===== src/rtl/dds_slew_accum.sv =====
// Multi-channel DDS accumulator with slew-limited increment changes and phase nudges; DDS_DITHER_EN adds LFSR dither.
// Latency: dds_msb/current_increment/slewing are registered, one edge after their inputs.
// Backpressure: phase_adj_ready drops for one cycle after each accepted nudge (max one adjust per 2 cycles).
module dds_slew_accum #(
    parameter int          N_CH              = 2,
    parameter int          ACC_WIDTH         = 32,
    parameter int          STEP_WIDTH        = 16,
    parameter int          PERIOD_WIDTH      = 16,
    parameter logic [63:0] DEFAULT_INCREMENT = 64'h33333333,
    parameter int          DITHER_BITS       = 4
) (
    input  logic                      clk_ref,
    input  logic                      clk_ref_aresetn,
    input  logic [N_CH*ACC_WIDTH-1:0] target_increment,
    input  logic [STEP_WIDTH-1:0]     slew_step,
    input  logic [PERIOD_WIDTH-1:0]   slew_period,
    input  logic                      phase_adj_valid,
    output logic                      phase_adj_ready,
    input  logic [2:0]                phase_adj_ch,
    input  logic [ACC_WIDTH-1:0]      phase_adj_value,
    output logic [N_CH-1:0]           dds_msb,
    output logic [N_CH*ACC_WIDTH-1:0] current_increment,
    output logic [N_CH-1:0]           slewing
);

    typedef enum logic [1:0] {IDLE, UP, DOWN} slew_state_t;

    localparam logic [ACC_WIDTH-1:0] DEF_INC = ACC_WIDTH'(DEFAULT_INCREMENT);

    if (N_CH < 1 || N_CH > 8) begin : g_bad_n_ch
        $error("dds_slew_accum: N_CH must be in 1..8");
    end
    if (DITHER_BITS < 1 || DITHER_BITS > 16) begin : g_bad_dither_bits
        $error("dds_slew_accum: DITHER_BITS must be in 1..16");
    end

    logic [ACC_WIDTH-1:0]    acc      [N_CH];
    logic [ACC_WIDTH-1:0]    acc_next [N_CH];
    logic [ACC_WIDTH-1:0]    cur_inc  [N_CH];
    logic [ACC_WIDTH-1:0]    cur_next [N_CH];
    logic [ACC_WIDTH-1:0]    tgt      [N_CH];
    logic [ACC_WIDTH-1:0]    gap      [N_CH];
    logic [ACC_WIDTH-1:0]    stride   [N_CH];
    logic [ACC_WIDTH-1:0]    adj_term [N_CH];
    slew_state_t             state    [N_CH];
    slew_state_t             dir      [N_CH];
    logic [ACC_WIDTH-1:0]    step_ext;
    logic [PERIOD_WIDTH-1:0] tick_cnt;
    logic                    tick;
    logic                    adj_pend;
    logic [2:0]              adj_ch;
    logic [ACC_WIDTH-1:0]    adj_val;

`ifdef DDS_DITHER_EN
    logic [15:0]          lfsr;
    logic [ACC_WIDTH-1:0] dither;

    // Fibonacci form of x^16+x^14+x^13+x^11+1, shifting right.
    always_ff @(posedge clk_ref) begin
        if (!clk_ref_aresetn) begin
            lfsr <= 16'hACE1;
        end else begin
            lfsr <= {lfsr[0] ^ lfsr[2] ^ lfsr[3] ^ lfsr[5], lfsr[15:1]};
        end
    end

    assign dither = ACC_WIDTH'(lfsr[DITHER_BITS-1:0]);
`endif

    // Exact equality only: lowering slew_period below the count wraps the counter instead of ticking early.
    assign tick = (tick_cnt == slew_period);

    always_comb begin
        step_ext          = ACC_WIDTH'(slew_step);
        current_increment = '0;
        slewing           = '0;
        for (int c = 0; c < N_CH; c++) begin
            tgt[c] = target_increment[c*ACC_WIDTH +: ACC_WIDTH];
            if (tgt[c] > cur_inc[c]) begin
                dir[c] = UP;
                gap[c] = tgt[c] - cur_inc[c];
            end else if (tgt[c] < cur_inc[c]) begin
                dir[c] = DOWN;
                gap[c] = cur_inc[c] - tgt[c];
            end else begin
                dir[c] = IDLE;
                gap[c] = '0;
            end
            // Clamping to the remaining gap keeps a reversed or shortened ramp from overshooting.
            stride[c]   = (gap[c] < step_ext) ? gap[c] : step_ext;
            cur_next[c] = cur_inc[c];
            if (tick && dir[c] == UP) begin
                cur_next[c] = cur_inc[c] + stride[c];
            end else if (tick && dir[c] == DOWN) begin
                cur_next[c] = cur_inc[c] - stride[c];
            end
            adj_term[c] = (adj_pend && adj_ch == 3'(c)) ? adj_val : '0;
`ifdef DDS_DITHER_EN
            acc_next[c] = acc[c] + cur_inc[c] + adj_term[c] + dither;
`else
            acc_next[c] = acc[c] + cur_inc[c] + adj_term[c];
`endif
            current_increment[c*ACC_WIDTH +: ACC_WIDTH] = cur_inc[c];
            slewing[c] = (state[c] != IDLE);
        end
    end

    always_ff @(posedge clk_ref) begin
        if (!clk_ref_aresetn) begin
            tick_cnt        <= '0;
            phase_adj_ready <= 1'b0;
            adj_pend        <= 1'b0;
            adj_ch          <= '0;
            adj_val         <= '0;
            dds_msb         <= '0;
            for (int c = 0; c < N_CH; c++) begin
                acc[c]     <= '0;
                cur_inc[c] <= DEF_INC;
                state[c]   <= IDLE;
            end
        end else begin
            tick_cnt <= tick ? '0 : tick_cnt + PERIOD_WIDTH'(1);

            // The accepted nudge lands on the next edge; ready is restored on that same edge.
            if (phase_adj_ready && phase_adj_valid) begin
                phase_adj_ready <= 1'b0;
                adj_pend        <= 1'b1;
                adj_ch          <= phase_adj_ch;
                adj_val         <= phase_adj_value;
            end else begin
                phase_adj_ready <= 1'b1;
                adj_pend        <= 1'b0;
            end

            for (int c = 0; c < N_CH; c++) begin
                acc[c]     <= acc_next[c];
                dds_msb[c] <= acc_next[c][ACC_WIDTH-1];
                cur_inc[c] <= cur_next[c];
                state[c]   <= dir[c];
            end
        end
    end

endmodule

===== config.mk =====
export PLATFORM = sky130hd
export DESIGN_NAME = dds_slew_accum
export DESIGN_NICKNAME = d
export VERILOG_FILES = /design/src/rtl/dds_slew_accum.sv
export SDC_FILE = /design/constraint.sdc
export NUM_CORES = 1
export LEC_CHECK = 0
export BUFFER_PORTS_ARGS = -buffer_cell sky130_fd_sc_hd__buf_2
export CAP_MARGIN = 30
export CORE_UTILIZATION = 57
export DETAILED_ROUTE_END_ITERATION = 8
export PLACE_DENSITY = 0.82
export SLEW_MARGIN = 10
export SYNTH_ARGS = -nofsm -noshare
export SYNTH_HDL_FRONTEND = slang
export SYNTH_SLANG_ARGS = --single-unit

===== constraint.sdc =====
create_clock -name clk_ref -period 9.45 [get_ports clk_ref]
set_input_delay 0.945 -clock clk_ref [delete_from_list [all_inputs] [get_ports clk_ref]]
set_output_delay 0.945 -clock clk_ref [all_outputs]
set_load 0.005 [all_outputs]

==> results of run 1 <==
[how the worst max path moves through the flow]
stage	from	to	slack [ns]	cells past startpoint
floorplan	target_increment[32]	cur_inc[0][63]	0.25	45
global placement	target_increment[32]	cur_inc[0][62]	0.10	43
detailed placement	target_increment[32]	cur_inc[0][63]	-0.1	42
CTS	target_increment[32]	cur_inc[0][63]	0.34	42
global route	target_increment[32]	cur_inc[0][63]	-0.004	43
finish	target_increment[32]	cur_inc[0][63]	0.42	43
[power by group through the flow]
| stage | Clock, uW | Sequential (uW) | Combinational (uW) |
|---|---|---|---|
| floorplan | 0 | 944 | 945 |
| global placement | 0 | 951 | 1200 |
| detailed placement | 0 | 957 | 1270 |
| CTS | 818 | 939 | 1290 |
| global route | 850 | 953 | 1450 |
| finish | 814 | 938 | 1320 |
[synthesized netlist by cell type, types with 11 or more instances]
library cell,instances
a221oi_1,14
or2_2,16
a21oi_1,297
clkbuf_1,82
o21bai_1,35
nor4_1,17
buf_2,32
nand4_1,52
o21ai_0,140
nor2_1,365
inv_1,218
o31ai_1,11
a22o_1,41
nand2_1,207
xor2_1,102
xnor2_1,126
dfxtp_1,185
fa_1,70
nand3_1,80
o211ai_1,54
and3_1,22
nand2b_1,22
a21o_1,86
nor3_1,57
o21a_1,43
and2_1,84
nor2b_1,32
mux2i_1,19
a31oi_1,28
a211oi_1,32
ha_1,291
or3_1,19
[repair_timing]
item | in CTS | in global routing
setup endpoints to repair | 0 | 6
buffers inserted | 0 | 2
hold endpoints to repair | 0 | 0
gates resized for setup | 0 | 14
[state kept, by name (all words and copies together) (netlist names)]
register and cells:
dds_msb 2, adj_pend 1, adj_ch 3, cur_inc 64, acc 62, state 4, phase_adj_ready 1, tick_cnt 16
adj_val 32
[worst max-delay path, delay by kind of cell]
family,cells,cell delay (ns)
compound gates,26,5.12
simple gates,6,1.23
xor+xnor,2,0.37
fa+ha+maj,4,1.15
buf+inv,5,0.59
[logic make-up after synthesis]
kind of cell | Yosys count
compound gates | 905
xor+xnor | 228
fa+ha+maj | 361
buf+inv | 347
flops | 185
mux | 22
simple gates | 1034
[per-stage QoR]
stage / instances / setup slack (ns) / hold slack (ns) / util / TNS, ns
3_5_place_dp: 3832 / -0.09553 / 0.4857 / 0.6395 / -0.1833
5_1_grt: 3866 / -0.003760 / 0.5250 / 0.6573 / -0.003760
6_report: 3869 / 0.4170 / 0.4986 / 0.6575 / 0
4_1_cts: 3864 / 0.3363 / 0.5022 / 0.6558 / 0
2_1_floorplan: 3082 / 0.2501 / 0.4472 / - / 0
3_3_place_gp: 3832 / 0.1048 / 0.4748 / 0.6395 / 0
[per-layer routing]
metal | part of all wire | up-vias
met4 | 0.035 | 8
met3 | 0.096 | 184
met1 | 0.43 | 11610
met5 | 0.00061 | -
met2 | 0.44 | 1153
li1 | - | 11470
[layout make-up]
cell class | instances | share of cell area
sequential | 185 | 0.1405
clock inverter | 15 | 0.008543
tap | 525 | 0.02492
inverter | 218 | 0.03104
clock buffer | 17 | 0.01614
antenna | 3 | 0.0002848
multi-input combinational | 2550 | 0.6959
timing repair buffer | 356 | 0.08267
==> flow_metrics.py, run 1 <==
metrics = {
    "sta": {
        "fin_skew_ns": 0.01781,
        "setup_viol": 0,
        "layout_worst_path_cycle_share": 0.9559,
        "max_slew_margin": 0.4797,
        "hold_violations": 0,
        "maxSlewViolCount": 0,
        "fmax_mhz": 110.7,
        "worst_pin_slew_ns": 0.7608,
        "period_minus_slack_ns": 9.033,
    },
    "route": {
        "via_per_inst": 6.315,
        "drt_iter0_drc": 2216,
        "wl_mm": 78.52,
        "drc_errors": 0,
        "routedWlPerCell_um": 20.29,
        "postRouteAntennaNets": 0,
        "routed-via-count": 24430,
        "drt-pass1-iter-count": 5,
    },
    "floorplanning": {
        "die-area_sq_um": 41750,
        "row_count": 73,
        "die_w_um": 204.3,
        "core_area_sq_um": 40100,
        "start_util": 0.5820,
        "ioPinCount": 203,
        "dieHeight_um": 204.3,
    },
    "yosys": {
        "netlist.area_leader.share": 0.1587,
        "synthDistinctLibCells": 97,
        "syn_inst": 3082,
        "avgSynthCellArea_sq_um": 7.571,
        "synthAdderAreaFrac": 0.2161,
        "yosysTopAreaCell": "dfxtp_1",
        "async_reset_ff_frac": 0,
        "ys.flop_type": "dfxtp_1",
        "synth_nets": 3577,
        "synthSimpleGateAreaFrac": 0.2164,
        "yosysSeqAreaShare": 0.1587,
        "synth_xor_area_frac": 0.08558,
        "synthTopCellsByArea": "dfxtp_1, ha_1, a21oi_1",
        "yosysWarningCount": 0,
        "ys_ff_latch": 185,
        "synth_area_sq_um": 23330,
        "synth_edf_count": 0,
        "synth.area.mux_share": 0.01072,
        "synth_compound_area_frac": 0.2532,
        "synth_top_family_by_area": "compound AO/OA/AOI/OAI gates",
    },
    "worst_setup_path": {
        "crit_type": "in -> reg",
        "cpMaxStageDelayCell": "or3_1",
        "r2r_setup_slack_ns": 0.51,
        "r2r-start": "cur_inc[0][5]",
        "crit_top_cell": "o21ai_0",
        "r2r_cells": 39,
        "reg2reg_to": "cur_inc[0][31]",
        "worstPathRequired_ns": 9.85,
        "start_kind": "input pin",
        "worst_path_largest_cell_delay_ns": 0.41,
        "endpoint_kind": "flop",
        "arrival_ns": 9.43,
        "worstPathMaxFanout": 9,
    },
    "pwr": {
        "clockPowerShare": 0.265,
        "swShare": 0.3879,
        "peakVddDrop_mv": 0.1380,
        "combPwrFrac": 0.430,
        "p_per_area_nw_per_um2": 116.5,
        "power_switching_uw": 1192,
        "finalPower_uw": 3072,
        "power.internal_uw": 1880,
        "power_leakage_uw": 0.01248,
        "pwr-share-seq": 0.306,
    },
    "clock_tree": {
        "worst_skew_pair.late_latency_ns": 0.48,
        "clock-sinks": 185,
        "numCtsBuffers": 17,
        "hold_buffers": 0,
        "clk_pin_slew_ns": 0.08,
        "cts_root_buffer": "clkbuf_16",
        "clk_path_buf_depth": 2,
        "cts_tree": "yes",
        "htreeDepth": 4,
    },
    "global_routing": {
        "track_usage": 0.3711,
        "grt_use_met1": 0.5028,
        "top_usage_layer": "met2",
        "overflow": 0,
        "grt_pass1_vias": 23170,
        "grt_pass1_wl_mm": 122.9,
        "grtUsageMet3": 0.07478,
        "met2_usage": 0.5823,
        "antenna_found_initial": 6,
        "grt_max_degree": 64,
    },
    "placed_design": {
        "numPortBuffers": 202,
        "hpwl_mm": 62.85,
        "gp_congestion": 1.048,
        "placed_area_sq_um": 25640,
    },
    "layout": {
        "layout.cells.most_common": "nor2_1",
        "final_nets": 3823,
        "syn2layout_area_growth_pct": 12.98,
        "seq_area_sq_um": 3705,
        "mostFrequentLayoutCells": "nor2_1, a21oi_1, ha_1",
        "fin_area_sq_um": 26360,
        "nFillCells": 3457,
        "drive_gt1_frac": 0.1374,
        "multi_input_comb_area_sq_um": 18350,
    },
    "min_path": {
        "hold_path.class": "reg -> reg",
        "holdPathStages": 1,
        "whs_endpoint": "adj_val[13]",
        "min-delay-start": "adj_val[13]",
    },
    "outcome": {
        "outcome": "complete, no violations",
    },
    "job": {
        "cap_violations": 0,
    },
}
Power figures use the tool's default switching activity.
==> run 2: changes to the inputs <==
--- a/config.mk
+++ b/config.mk
@@ -5,11 +5,13 @@
 export SDC_FILE = /design/constraint.sdc
 export NUM_CORES = 1
 export LEC_CHECK = 0
+export ABC_AREA = 1
 export BUFFER_PORTS_ARGS = -buffer_cell sky130_fd_sc_hd__buf_2
 export CAP_MARGIN = 30
 export CORE_UTILIZATION = 57
+export CTS_BUF_LIST = sky130_fd_sc_hd__clkbuf_4 sky130_fd_sc_hd__clkbuf_8 sky130_fd_sc_hd__clkbuf_16
 export DETAILED_ROUTE_END_ITERATION = 8
-export PLACE_DENSITY = 0.82
+export PLACE_DENSITY = 0.81
 export SLEW_MARGIN = 10
 export SYNTH_ARGS = -nofsm -noshare
 export SYNTH_HDL_FRONTEND = slang
==> flow_metrics.py, run 2 <==
metrics = {
    "outcome": {
        "outcome": "complete, no violations",
    },
    "job": {
        "cap_violations": 0,
    },
    "layout": {
        "final_nets": 4775,
        "syn2layout_area_growth_pct": 8.114,
        "drive_gt1_frac": 0.07757,
        "layout.cells.most_common": "nand2_1",
        "top_register": "cur_inc",
        "seq_area_sq_um": 3704,
        "nFillCells": 4176,
        "multi_input_comb_area_sq_um": 18210,
        "fin_area_sq_um": 27160,
        "largest_reg_flops": 64,
        "mostFrequentLayoutCells": "nand2_1, inv_1, a21oi_1",
        "reg_top3": "cur_inc x64, acc x62, adj_val x32",
    },
    "route": {
        "drt-met1-wl_mm": 37.17,
        "top_layer": "met4",
        "wl_mm": 82.35,
        "routedWlPerCell_um": 16.88,
        "met3_length_mm": 9.225,
        "via_per_inst": 5.530,
        "drt-pass1-iter-count": 6,
        "drt_iter0_drc": 2822,
        "drc_errors": 0,
        "postRouteAntennaNets": 0,
        "met2_length_mm": 33.69,
        "routed-via-count": 26980,
    },
    "sta": {
        "fmax_mhz": 119.4,
        "max_slew_margin": 0.3679,
        "rsz0062_at_grt": "false",
        "fin_skew_ns": 0.03593,
        "holdWs_ns": 0.4950,
        "maxSlewViolCount": 0,
        "worst_pin_slew_ns": 0.9424,
        "period_minus_slack_ns": 8.376,
        "final.setup.tns_ns": 0,
        "layout_worst_path_cycle_share": 0.8863,
        "hold_violations": 0,
        "setup_viol": 0,
    },
    "worst_setup_path": {
        "crit_top_cell": "nand2_1",
        "worstPathRequired_ns": 9.81,
        "worstPathMaxFanout": 29,
        "worst_path_largest_cell_delay_ns": 0.69,
        "cpMaxStageDelayCell": "dfxtp_1",
        "crit_type": "reg -> reg",
        "arrival_ns": 8.74,
        "endpoint_kind": "flop",
        "start_kind": "flop",
    },
    "yosys": {
        "ys.flop_type": "dfxtp_1",
        "ys_ff_latch": 185,
        "syn_inst": 4146,
        "yosysWarningCount": 0,
        "yosysTopAreaCell": "nand2_1",
        "avgSynthCellArea_sq_um": 6.058,
        "synth_nets": 4641,
        "netlist.area_leader.share": 0.1831,
        "yosys-top-cells-count": "nand2_1, inv_1, a21oi_1, nor2_1, ha_1",
        "yosysSeqAreaShare": 0.1474,
        "synthTopCellsByArea": "nand2_1, dfxtp_1, ha_1",
        "synth_most_common_cell": "nand2_1",
        "synth_edf_count": 0,
        "synth_area_sq_um": 25120,
        "async_reset_ff_frac": 0,
        "synthDistinctLibCells": 51,
    },
    "floorplanning": {
        "die_w_um": 211.9,
        "start_util": 0.5805,
        "die-area_sq_um": 44910,
        "ioPinCount": 203,
        "dieHeight_um": 211.9,
        "row_count": 76,
        "core_area_sq_um": 43270,
    },
    "clock_tree": {
        "clk_path_buf_depth": 2,
        "cts-resized-gates": 0,
        "cts_setup_buffers": 0,
        "worst_skew_pair.late_latency_ns": 0.49,
        "clk_pin_slew_ns": 0.08,
        "numCtsBuffers": 17,
        "cts_tree": "yes",
        "htreeDepth": 4,
        "hold_buffers": 0,
        "clock-sinks": 185,
        "cts_root_buffer": "clkbuf_16",
    },
    "global_routing": {
        "grt_max_degree": 74,
        "overflow": 0,
        "grt_pass1_wl_mm": 127.9,
        "grt_pass1_vias": 24130,
        "antenna_found_initial": 1,
        "track_usage": 0.3652,
    },
    "placed_design": {
        "placed_area_sq_um": 26500,
        "gp_congestion": 1.048,
        "numPortBuffers": 202,
        "hpwl_mm": 67.62,
    },
    "min_path": {
        "hold_path.class": "reg -> reg",
    },
    "pwr": {
        "power_leakage_uw": 0.01473,
        "peakVddDrop_mv": 0.1371,
        "p_per_area_nw_per_um2": 104.6,
    },
}
-- run 2: cell types whose count changed after synthesis, sizes merged, moves of 59 or more --
cell,change
a21o,-78
a21oi,+67
and2,-82
inv,+495
nand2,+1047
nand3,+93
o21ai,+87
xnor2,-59
-- run 2: layout make-up --
| cell class | instances | area share |
|---|---|---|
| multi-input cells | 3140 | 0.6706 |
| inverters | 718 | 0.09943 |
| repair buffers | 218 | 0.04253 |
| clock inverters | 14 | 0.007879 |
| well taps | 585 | 0.02695 |
| flip-flops and latches | 185 | 0.1364 |
| clock buffers | 18 | 0.01617 |
| diodes | 1 | 0.00009215 |
-- run 2: final timing paths --
path | startpoint | endpoint | slack [ns] | depth (start not counted)
min | adj_val[31] | adj_val[31] | 0.49 | 2
max reg2reg | cur_inc[0][1] | cur_inc[0][28] | 1.07 | 43
min reg2reg | adj_val[31] | adj_val[31] | 0.49 | 2
max | cur_inc[0][1] | cur_inc[0][28] | 1.07 | 43
-- run 2: through the flow --
| stage | worst slack [ns] | utilization | std cells | power [uW] |
|---|---|---|---|---|
| 2_1_floorplan | 2.100 | - | 4146 | 1745 |
| 3_3_place_gp | 1.132 | 0.6116 | 4844 | 1999 |
| 3_5_place_dp | 0.9472 | 0.6125 | 4846 | 2023 |
| 4_1_cts | 1.292 | 0.6276 | 4878 | 2822 |
| 5_1_grt | 0.2450 | 0.6276 | 4878 | 3033 |
| 6_report | 1.074 | 0.6276 | 4879 | 2841 |
-- run 2: power by group --
part           switching [uW]  internal, uW  leakage, uW  total [uW]
Combinational             726           411       0.0129        1140
Sequential               43.9           864      0.00151         908
Clock                     399           397     0.000313         796
Total                    1170          1670       0.0147        2840
-- run 2: critical path: cells and delay by family (launching register included) --
family          cells  cell delay, ns
compound gates     16            2.93
simple gates       20            2.34
fa+ha+maj           3            1.17
buf+inv             3            0.92
flops               1            0.69
xor+xnor            1            0.20
-- run 2: logic make-up after synthesis --
kind of cell               synth area share
AOI/OAI and AO/OA                    0.1584
adders and majority gates            0.2007
buffers and inverters                0.1281
and+or+nand+nor                      0.3123
xor gates and xnor gates            0.05300
DFF                                  0.1474
-- run 2: layer usage --
| layer | track usage | vias up |
|---|---|---|
| met4 | 0.1102 | 0 |
| met3 | 0.09405 | 128 |
| met1 | 0.5157 | 12190 |
| li1 | - | 13440 |
| met5 | 0 | - |
| met2 | 0.5393 | 1221 |
